[config.mk]
export PLATFORM = sky130hd
export DESIGN_NAME = seg_scan_ctrl
export DESIGN_NICKNAME = d
export VERILOG_FILES = /design/src/rtl/seg_pkg.sv /design/src/rtl/hex7seg_dec.sv /design/src/rtl/seg_scan_ctrl.sv
export SDC_FILE = /design/constraint.sdc
export NUM_CORES = 1
export LEC_CHECK = 0
export ABC_AREA = 1
export ABC_CLOCK_PERIOD_IN_PS = 2600
export CORE_ASPECT_RATIO = 1.25
export CORE_MARGIN = 2
export CORE_UTILIZATION = 45
export DETAILED_ROUTE_END_ITERATION = 6
export PLACE_DENSITY = 0.63
export SYNTH_ARGS = -nofsm -noshare
export SYNTH_HDL_FRONTEND = slang
export SYNTH_SLANG_ARGS = --single-unit
[constraint.sdc]
create_clock -name clk -period 2.6 [get_ports clk]
set_input_delay 0.52 -clock clk [delete_from_list [all_inputs] [get_ports clk]]
set_output_delay 0.52 -clock clk [all_outputs]
set_load 0.01 [all_outputs]
[src/rtl/seg_pkg.sv]
// Shared definitions for the seven-segment scan controller.
//   HEX7_TABLE : nibble -> active-high segments {g,f,e,d,c,b,a}
//   SEG_*      : bit positions inside the 8-bit segment bus
//   mode_e     : display mode encoding
package seg_pkg;

  // Segment bit positions, bus order {dp,g,f,e,d,c,b,a}.
  localparam int unsigned SEG_A  = 0;
  localparam int unsigned SEG_B  = 1;
  localparam int unsigned SEG_C  = 2;
  localparam int unsigned SEG_D  = 3;
  localparam int unsigned SEG_E  = 4;
  localparam int unsigned SEG_F  = 5;
  localparam int unsigned SEG_G  = 6;
  localparam int unsigned SEG_DP = 7;

  typedef enum logic {
    MODE_HEX   = 1'b0,
    MODE_GRAPH = 1'b1
  } mode_e;

  // Standard 0-F glyphs, 1 = lit, index = nibble value.
  localparam logic [6:0] HEX7_TABLE [16] = '{
    7'h3F, 7'h06, 7'h5B, 7'h4F,
    7'h66, 7'h6D, 7'h7D, 7'h07,
    7'h7F, 7'h6F, 7'h77, 7'h7C,
    7'h39, 7'h5E, 7'h79, 7'h71
  };

endpackage

[src/rtl/hex7seg_dec.sv]
// Combinational hex digit decoder.
//   nibble_i : 4-bit value to show
//   seg_o    : active-high segments {g,f,e,d,c,b,a}
module hex7seg_dec
  import seg_pkg::*;
(
  input  logic [3:0] nibble_i,
  output logic [6:0] seg_o
);

  always_comb begin
    seg_o = HEX7_TABLE[nibble_i];
  end

endmodule

[src/rtl/seg_scan_ctrl.sv]
// Multiplexed seven-segment display scanner with double-buffered content.
// A load lands in a pending set and is promoted to the active set only at a
// frame wrap, so a frame is never drawn with mixed old/new content.
//   clk, rst    : clock, synchronous active-high reset
//   load        : strobe capturing mode, disp_data, dp, blink_en
//   mode        : 0 = hex nibbles, 1 = raw segment bytes
//   disp_data   : per-digit byte (graphic) or nibble (hex)
//   dp          : per-digit decimal point (hex mode only)
//   blink_en    : per-digit blink enable
//   an          : active-low digit enables
//   seg         : active-low segments {dp,g,f,e,d,c,b,a}
//   busy        : a captured load is waiting for the next wrap
//   frame_tick  : one-cycle pulse after each scan wrap
module seg_scan_ctrl
  import seg_pkg::*;
#(
  parameter int unsigned DIGITS     = 8,
  parameter int unsigned SCAN_DIV   = 50000,
  parameter int unsigned BLINK_LOG2 = 5
) (
  input  logic                  clk,
  input  logic                  rst,
  input  logic                  load,
  input  logic                  mode,
  input  logic [DIGITS*8-1:0]   disp_data,
  input  logic [DIGITS-1:0]     dp,
  input  logic [DIGITS-1:0]     blink_en,
  output logic [DIGITS-1:0]     an,
  output logic [7:0]            seg,
  output logic                  busy,
  output logic                  frame_tick
);

  localparam int unsigned IdxW = $clog2(DIGITS);
  localparam int unsigned DivW = $clog2(SCAN_DIV);
  localparam int unsigned FcW  = BLINK_LOG2;

  if (DIGITS < 2 || DIGITS > 8) begin : g_bad_digits
    $error("seg_scan_ctrl: DIGITS must be 2..8");
  end
  if (SCAN_DIV < 2) begin : g_bad_div
    $error("seg_scan_ctrl: SCAN_DIV must be >= 2");
  end
  if (BLINK_LOG2 < 1 || BLINK_LOG2 > 8) begin : g_bad_blink
    $error("seg_scan_ctrl: BLINK_LOG2 must be 1..8");
  end

  // Scan timing state
  logic [DivW-1:0]       div_q;
  logic [IdxW-1:0]       idx_q;
  logic [FcW-1:0]        fcnt_q;
  logic                  phase_q;

  // Pending register set
  mode_e                 pend_mode_q;
  logic [DIGITS*8-1:0]   pend_data_q;
  logic [DIGITS-1:0]     pend_dp_q;
  logic [DIGITS-1:0]     pend_blink_q;
  logic                  busy_q;

  // Active register set, the only source for the display
  mode_e                 act_mode_q;
  logic [DIGITS*8-1:0]   act_data_q;
  logic [DIGITS-1:0]     act_dp_q;
  logic [DIGITS-1:0]     act_blink_q;

  // Registered outputs
  logic [DIGITS-1:0]     an_q;
  logic [7:0]            seg_q;
  logic                  frame_tick_q;

  logic                  step;
  logic                  wrap;
  logic [3:0]            cur_nibble;
  logic [7:0]            cur_byte;
  logic [6:0]            hex_seg;
  logic [7:0]            lit;
  logic [DIGITS-1:0]     an_d;
  logic [7:0]            seg_d;

  assign step = (div_q == DivW'(SCAN_DIV - 1));
  assign wrap = step && (idx_q == IdxW'(DIGITS - 1));

  hex7seg_dec u_hex7seg_dec (
    .nibble_i (cur_nibble),
    .seg_o    (hex_seg)
  );

  // Output decode for the digit currently indexed; registered below.
  always_comb begin
    cur_nibble = act_data_q[int'(idx_q) * 4 +: 4];
    cur_byte   = act_data_q[int'(idx_q) * 8 +: 8];
    an_d       = ~(DIGITS'(1) << idx_q);
    lit        = '0;
    if (act_mode_q == MODE_GRAPH) begin
      lit = cur_byte;
    end else begin
      lit[SEG_DP]     = act_dp_q[idx_q];
      lit[SEG_G:SEG_A] = hex_seg;
    end
    seg_d = ~lit;
    if (phase_q && act_blink_q[idx_q]) begin
      seg_d = 8'hFF;
    end
  end

  always_ff @(posedge clk) begin
    if (rst) begin
      div_q        <= '0;
      idx_q        <= '0;
      fcnt_q       <= '0;
      phase_q      <= 1'b0;
      pend_mode_q  <= MODE_GRAPH;
      pend_data_q  <= '0;
      pend_dp_q    <= '0;
      pend_blink_q <= '0;
      busy_q       <= 1'b0;
      act_mode_q   <= MODE_GRAPH;
      act_data_q   <= '0;
      act_dp_q     <= '0;
      act_blink_q  <= '0;
      an_q         <= '1;
      seg_q        <= 8'hFF;
      frame_tick_q <= 1'b0;
    end else begin
      div_q <= step ? '0 : div_q + 1'b1;
      if (step) begin
        idx_q <= wrap ? '0 : idx_q + 1'b1;
      end

      if (wrap) begin
        fcnt_q <= fcnt_q + 1'b1;
        if (fcnt_q == '1) begin
          phase_q <= ~phase_q;
        end
      end

      // A load on the wrap edge bypasses pending and supersedes it.
      if (load && wrap) begin
        act_mode_q  <= mode_e'(mode);
        act_data_q  <= disp_data;
        act_dp_q    <= dp;
        act_blink_q <= blink_en;
        busy_q      <= 1'b0;
      end else if (load) begin
        pend_mode_q  <= mode_e'(mode);
        pend_data_q  <= disp_data;
        pend_dp_q    <= dp;
        pend_blink_q <= blink_en;
        busy_q       <= 1'b1;
      end else if (wrap && busy_q) begin
        act_mode_q  <= pend_mode_q;
        act_data_q  <= pend_data_q;
        act_dp_q    <= pend_dp_q;
        act_blink_q <= pend_blink_q;
        busy_q      <= 1'b0;
      end

      frame_tick_q <= wrap;
      an_q         <= an_d;
      seg_q        <= seg_d;
    end
  end

  assign an         = an_q;
  assign seg        = seg_q;
  assign busy       = busy_q;
  assign frame_tick = frame_tick_q;

endmodule
# Word level (Yosys, flattened, before mapping)
# Memory sizes are Yosys's and may differ from the RTL's.
# Cells that the tools add are included.
dict set report totals {
  register_bits 205
  rom_bits 112
  input_bits 84
  output_inout_bits 18
  elab_cells 68
  mem_count 1
}
dict set report op_classes {
  add_sub_neg 3
  magnitude_cmp 2
  n_eq_ne 4
  shifts 3
  muxes 22
  bitwise 5
  n_reduce_logical 12
}
# memory words word_bits rd rd_ports_with_merged_regs wr line
set memory_table {}
lappend memory_table {{(no name shown)} 16 7 1 0 0 hex7seg_dec.sv:12} ;# seg_o = HEX7_TABLE[nibble_i];
# cell n
set ops {}
lappend ops {{64-bit two-way mux} 3}
lappend ops {{64-bit by 6-bit variable part select with 4-bit output} 1}
lappend ops {{64-bit by 7-bit variable part select with 8-bit output} 1}
lappend ops {{8-bit two-way mux} 7}
lappend ops {{16-bit by 1-bit adder with 16-bit output, second input constant} 1}
lappend ops {{16-bit == test, second input constant} 1}
lappend ops {{8-bit inverter} 2}
lappend ops {{7-bit two-way mux} 2}
lappend ops {{1-bit by 3-bit left shift with 8-bit output, first input constant} 1}
lappend ops {{1-bit two-way mux} 7}
lappend ops {{1-bit binary-select mux with 3-bit select} 2}
lappend ops {{2-bit AND reduction} 3}
lappend ops {{2-bit OR reduction} 3}
lappend ops {{5-bit by 1-bit adder with 5-bit output, second input constant} 1}
lappend ops {{5-bit == test, second input constant} 1}
lappend ops {{5-bit >= comparator, second input constant} 1}
lappend ops {{4-bit inverter with 5-bit output} 1}
lappend ops {{1-bit logical AND} 4}
lappend ops {{3-bit by 4-bit < comparator with 1-bit output, second input constant} 1}
lappend ops {{2-bit nonzero test} 2}
lappend ops {{3-bit by 1-bit adder with 3-bit output, second input constant} 1}
lappend ops {{3-bit == test, second input constant} 1}
lappend ops {{3-bit two-way mux} 1}
lappend ops {{2-bit by 1-bit inequality test with 1-bit output, second input constant} 1}
lappend ops {{1-bit inverter} 2}

# Logic depth before layout (Yosys ltp)
dict set report logic_depth {
  depth_word 7
  mapped_depth 16
}

# Cells and area by module
# From an unflattened synthesis, not the netlist that was laid out.
dict set report unflattened {
  cells_unflattened 1676
  area_unflattened_um2 10480.1
}
# module instances cells_each area_each_um2 seq_area_each_um2
set by_module_without_submodules {}
lappend by_module_without_submodules {seg_scan_ctrl 1 1624 10209.8 4103.9}
lappend by_module_without_submodules {hex7seg_dec 1 52 270.3 0.0}

# Worst setup path after synthesis
# No wires, ideal clock.
dict set report synth_path {
  path_type {flip-flop to flip-flop}
  startpoint {register idx_q[0]}
  endpoint {register seg_q[6] (netlist: seg[6])}
  arrival_time_ns 1.722
  t_required_ns 2.486
  slack_ns 0.764
  path_stages_with_launch 13
  period_less_slack_ns 1.836
  cell_sequence {dfxtp_1 buf_2 buf_2 nand2_1 nand3b_1 nand3_1 nand2_1 inv_1 ha_1 nand3_1 nand3_1 nand2_1 nand2_1}
}
dict set report synth_via {
  elab_chain_len 7
}
# element line
set synth_rtl {}
lappend synth_rtl {{start: declaration} seg_scan_ctrl.sv:50} ;# logic [IdxW-1:0] idx_q;
lappend synth_rtl {{start signal: assignment} seg_scan_ctrl.sv:128} ;# idx_q <= wrap ? '0 : idx_q + 1'b1;
lappend synth_rtl {{64-bit by 6-bit variable part select with 4-bit output} seg_scan_ctrl.sv:91} ;# cur_nibble = act_data_q[int'(idx_q) * 4 +: 4];
lappend synth_rtl {{4-bit inverter with 5-bit output (not written as such)} hex7seg_dec.sv:12}
lappend synth_rtl {{memory read 16 x 7 bit} -}
lappend synth_rtl {{7-bit two-way mux (not written as such) (2 in a row)} hex7seg_dec.sv:12}
lappend synth_rtl {{8-bit two-way mux} seg_scan_ctrl.sv:95} ;# if (act_mode_q == MODE_GRAPH) begin
lappend synth_rtl {{8-bit inverter} seg_scan_ctrl.sv:101} ;# seg_d = ~lit;
lappend synth_rtl {{end signal: assignment} seg_scan_ctrl.sv:161} ;# seg_q <= seg_d;
lappend synth_rtl {{end: declaration} seg_scan_ctrl.sv:69} ;# logic [7:0] seg_q;
# Parallel ways exist; a longest one is shown, timed or not. The select of a mux whose other input is x is not followed.
# A chain may end at the register's enable or synchronous reset.

# Final worst setup path
dict set report layout_path {
  startpoint {register idx_q[0]}
  endpoint {register seg_q[1] (netlist: seg[1])}
}
# The elaborated chain is that of the path after synthesis.

==> flow_summary.ini <==
[clocking]
clk-insertion-delay-late_ns = 0.51
ctsResizeCount = 0
htree_levels = 1
cts_tree = yes
cts_max_path_buffers = 3
cts_setup_buffers = 0
postCtsHoldBufs = 0
clk_pin_slew_ns = 0.06
root_buffer = clkbuf_16
numCtsBuffers = 22
clock_sinks = 205

[detailed_routing]
finalWirelength_mm = 26.0
drt_pass1_iterations = 5
drt-initial-drc-count = 584
routed_via_density = 4.80
vias = 9523
ant_nets = 0
wl_per_cell_um = 13.1
drc = 0

[timing]
rsz0062_at_grt = false
hold_viol = 0
setup_viol = 0
slew_violations = 0
finalSetupTns_ns = 0
period_share_pct = 86.4
worst_pin_slew_ns = 0.661
max_freq_mhz = 445
fin_crit_ns = 2.25
relSlewSlack_pct = 55.9
fin_skew_ns = 0.0122

[logic_synthesis]
synth.distinct_cells = 36
synth_enable_flop_cells = 0
synth-async-reset-ratio_pct = 0
syn_area_per_cell_um2 = 6.54
syn_area_mm2 = 0.0106
synth_ff_type = dfxtp_1
syn_nets = 1725
synth_cells = 1626
synth_common_cells = nand2_1 (520), inv_1 (261), dfxtp_1 (205), nor2_1 (125)
yosys-top-cells-area = dfxtp_1 (39%), nand2_1 (18%), inv_1 (9.2%)
synth_top_area_cell = dfxtp_1
yosysMostFrequentCell = nand2_1
ys_ff_latch = 205
ys_warn_count = 0
synthDominantCellAreaShare_pct = 38.6
ys_seq_area_share_pct = 38.6

[grt]
grt_overflow = 0
grt_start_max_net_pins = 70
grt_use_total_pct = 20.8
grt_pass1_vias = 8914
antenna_found_initial = 0
grt_first_pass_wirelength_mm = 43.3

[min_path]
holdPathStages = 3
min_from = load
holdPathEnd = busy
hold_path_class = primary input to flip-flop

[placement]
gp_congestion = 0.852
hpwl_mm = 17.8
portBuffers = 101
dpl-instance-area_mm2 = 0.0117

[cells_and_area]
final_core_util_pct = 53.7
multi_input_area_mm2 = 0.00499
fillers = 2355
fin_area_mm2 = 0.0124
reg_top3 = act_data_q (64), pend_data_q (64), div_q (16)
drive_gt1_share_pct = 8.84
nets = 1784
seqCellArea_mm2 = 0.00410
area_growth_pct = 16.6
num_antenna_cells = 0

[setup_path]
critPathTopFamily = simple AND/OR/NAND/NOR gates
path_class = flip-flop to flip-flop
critical_path.max_stage_delay_ns = 0.43
path_cells = buf_4 > nor2_1 > nand3b_1 > nand2_1 > nand2_1 > nand2_1 > inv_1 > ha_1 > inv_1 > nand2_1 > nand2_1 > nand2_1 > nand3_1 > nand2_1
cp_common_cell = nand2_1
cp-start-kind = flip-flop
cp_slowest_cell = dfxtp_1
reg2reg_depth = 14
arrival_ns = 2.64
worstPathMaxFanout = 26
cp-end-kind = flip-flop
reg2reg_slack_ns = 0.35
crit_buf_inv = 3
worstPathRequired_ns = 2.99
regToRegEndpoint = seg[1]
crit-reg2reg-launch = idx_q[0]

[power]
p_per_area_mw_per_mm2 = 552
p_leak_nw = 6.01
ir_drop_uv = 441

[floorplanning]
die_x_um = 142
io_pins = 102
rows = 62
initial_core_util_pct = 46.0
core_area_mm2 = 0.0231
dieHeight_um = 176
die-area_mm2 = 0.0249

[job]
maxCapViolCount = 0

[outcome]
status = completed
[worst max path at each step]
stage | startpoint | to | cells after the start
floorplan | idx_q[0] | seg[6] | 12
global placement | rst | div_q[7] | 4
detailed placement | idx_q[0] | seg[1] | 14
CTS | idx_q[0] | seg[1] | 14
global route | idx_q[0] | seg[3] | 12
finish | idx_q[0] | seg[1] | 14
[metrics by stage]
step	hold slack [ns]	power [mW]	instances	setup WS (ns)
final	0.413	6.85	1985	0.352
after global routing	0.427	7.13	1985	0.202
after floorplan	0.418	3.67	1626	0.764
after global placement	0.428	3.88	1949	0.409
after detailed placement	0.441	3.89	1949	0.399
after CTS	0.406	6.92	1985	0.341
[metal layers]
layer | up-vias | wire [µm] | GRT usage [%]
met5 | - | 0 | 0
met4 | 0 | 395 | 4.54
met3 | 32 | 987 | 2.51
met2 | 148 | 12800 | 37.2
met1 | 4264 | 11900 | 26.9
li1 | 5079 | - | -
[worst min-delay path, cell delays in order]
cell and delay (ns):
buf_2 0.18, nor2_1 0.07, nor2_1 0.09
[power by group]
| part | internal, mW | leakage, nW | switching (mW) |
|---|---|---|---|
| clock network | 1.79 | 0.335 | 1.24 |
| logic | 0.242 | 4.00 | 0.311 |
| registers | 3.23 | 1.67 | 0.0322 |
[cell usage in the layout (no fill, tap or decap), types with 19 or more instances in the layout]
master	netlist	routed
inv_1	261	261
nand2_1	520	520
a21oi_2	72	72
clkdlybuf4s50_1	0	100
buf_4	5	19
dfxtp_1	205	205
a21oi_1	105	105
clkbuf_16	0	23
nand3_1	61	61
o21ai_0	105	105
nor2_1	125	124
[cell families after synthesis]
| family | synth area share, % |
|---|---|
| AOI/OAI and AO/OA | 17.1 |
| xor gates and xnor gates | 0.412 |
| adders and majority gates | 1.76 |
| buffers and inverters | 14.7 |
| DFF | 38.6 |
| and+or+nand+nor | 27.5 |
[cell type report]
type,count,area share [%]
Clock buffer,33,5.18
Tap cell,288,2.90
Sequential cell,205,33.1
Clock inverter,3,0.323
Timing Repair Buffer,124,9.91
Inverter,275,8.38
Multi-Input combinational cell,1057,40.2
(Power assumes the default switching activity.)
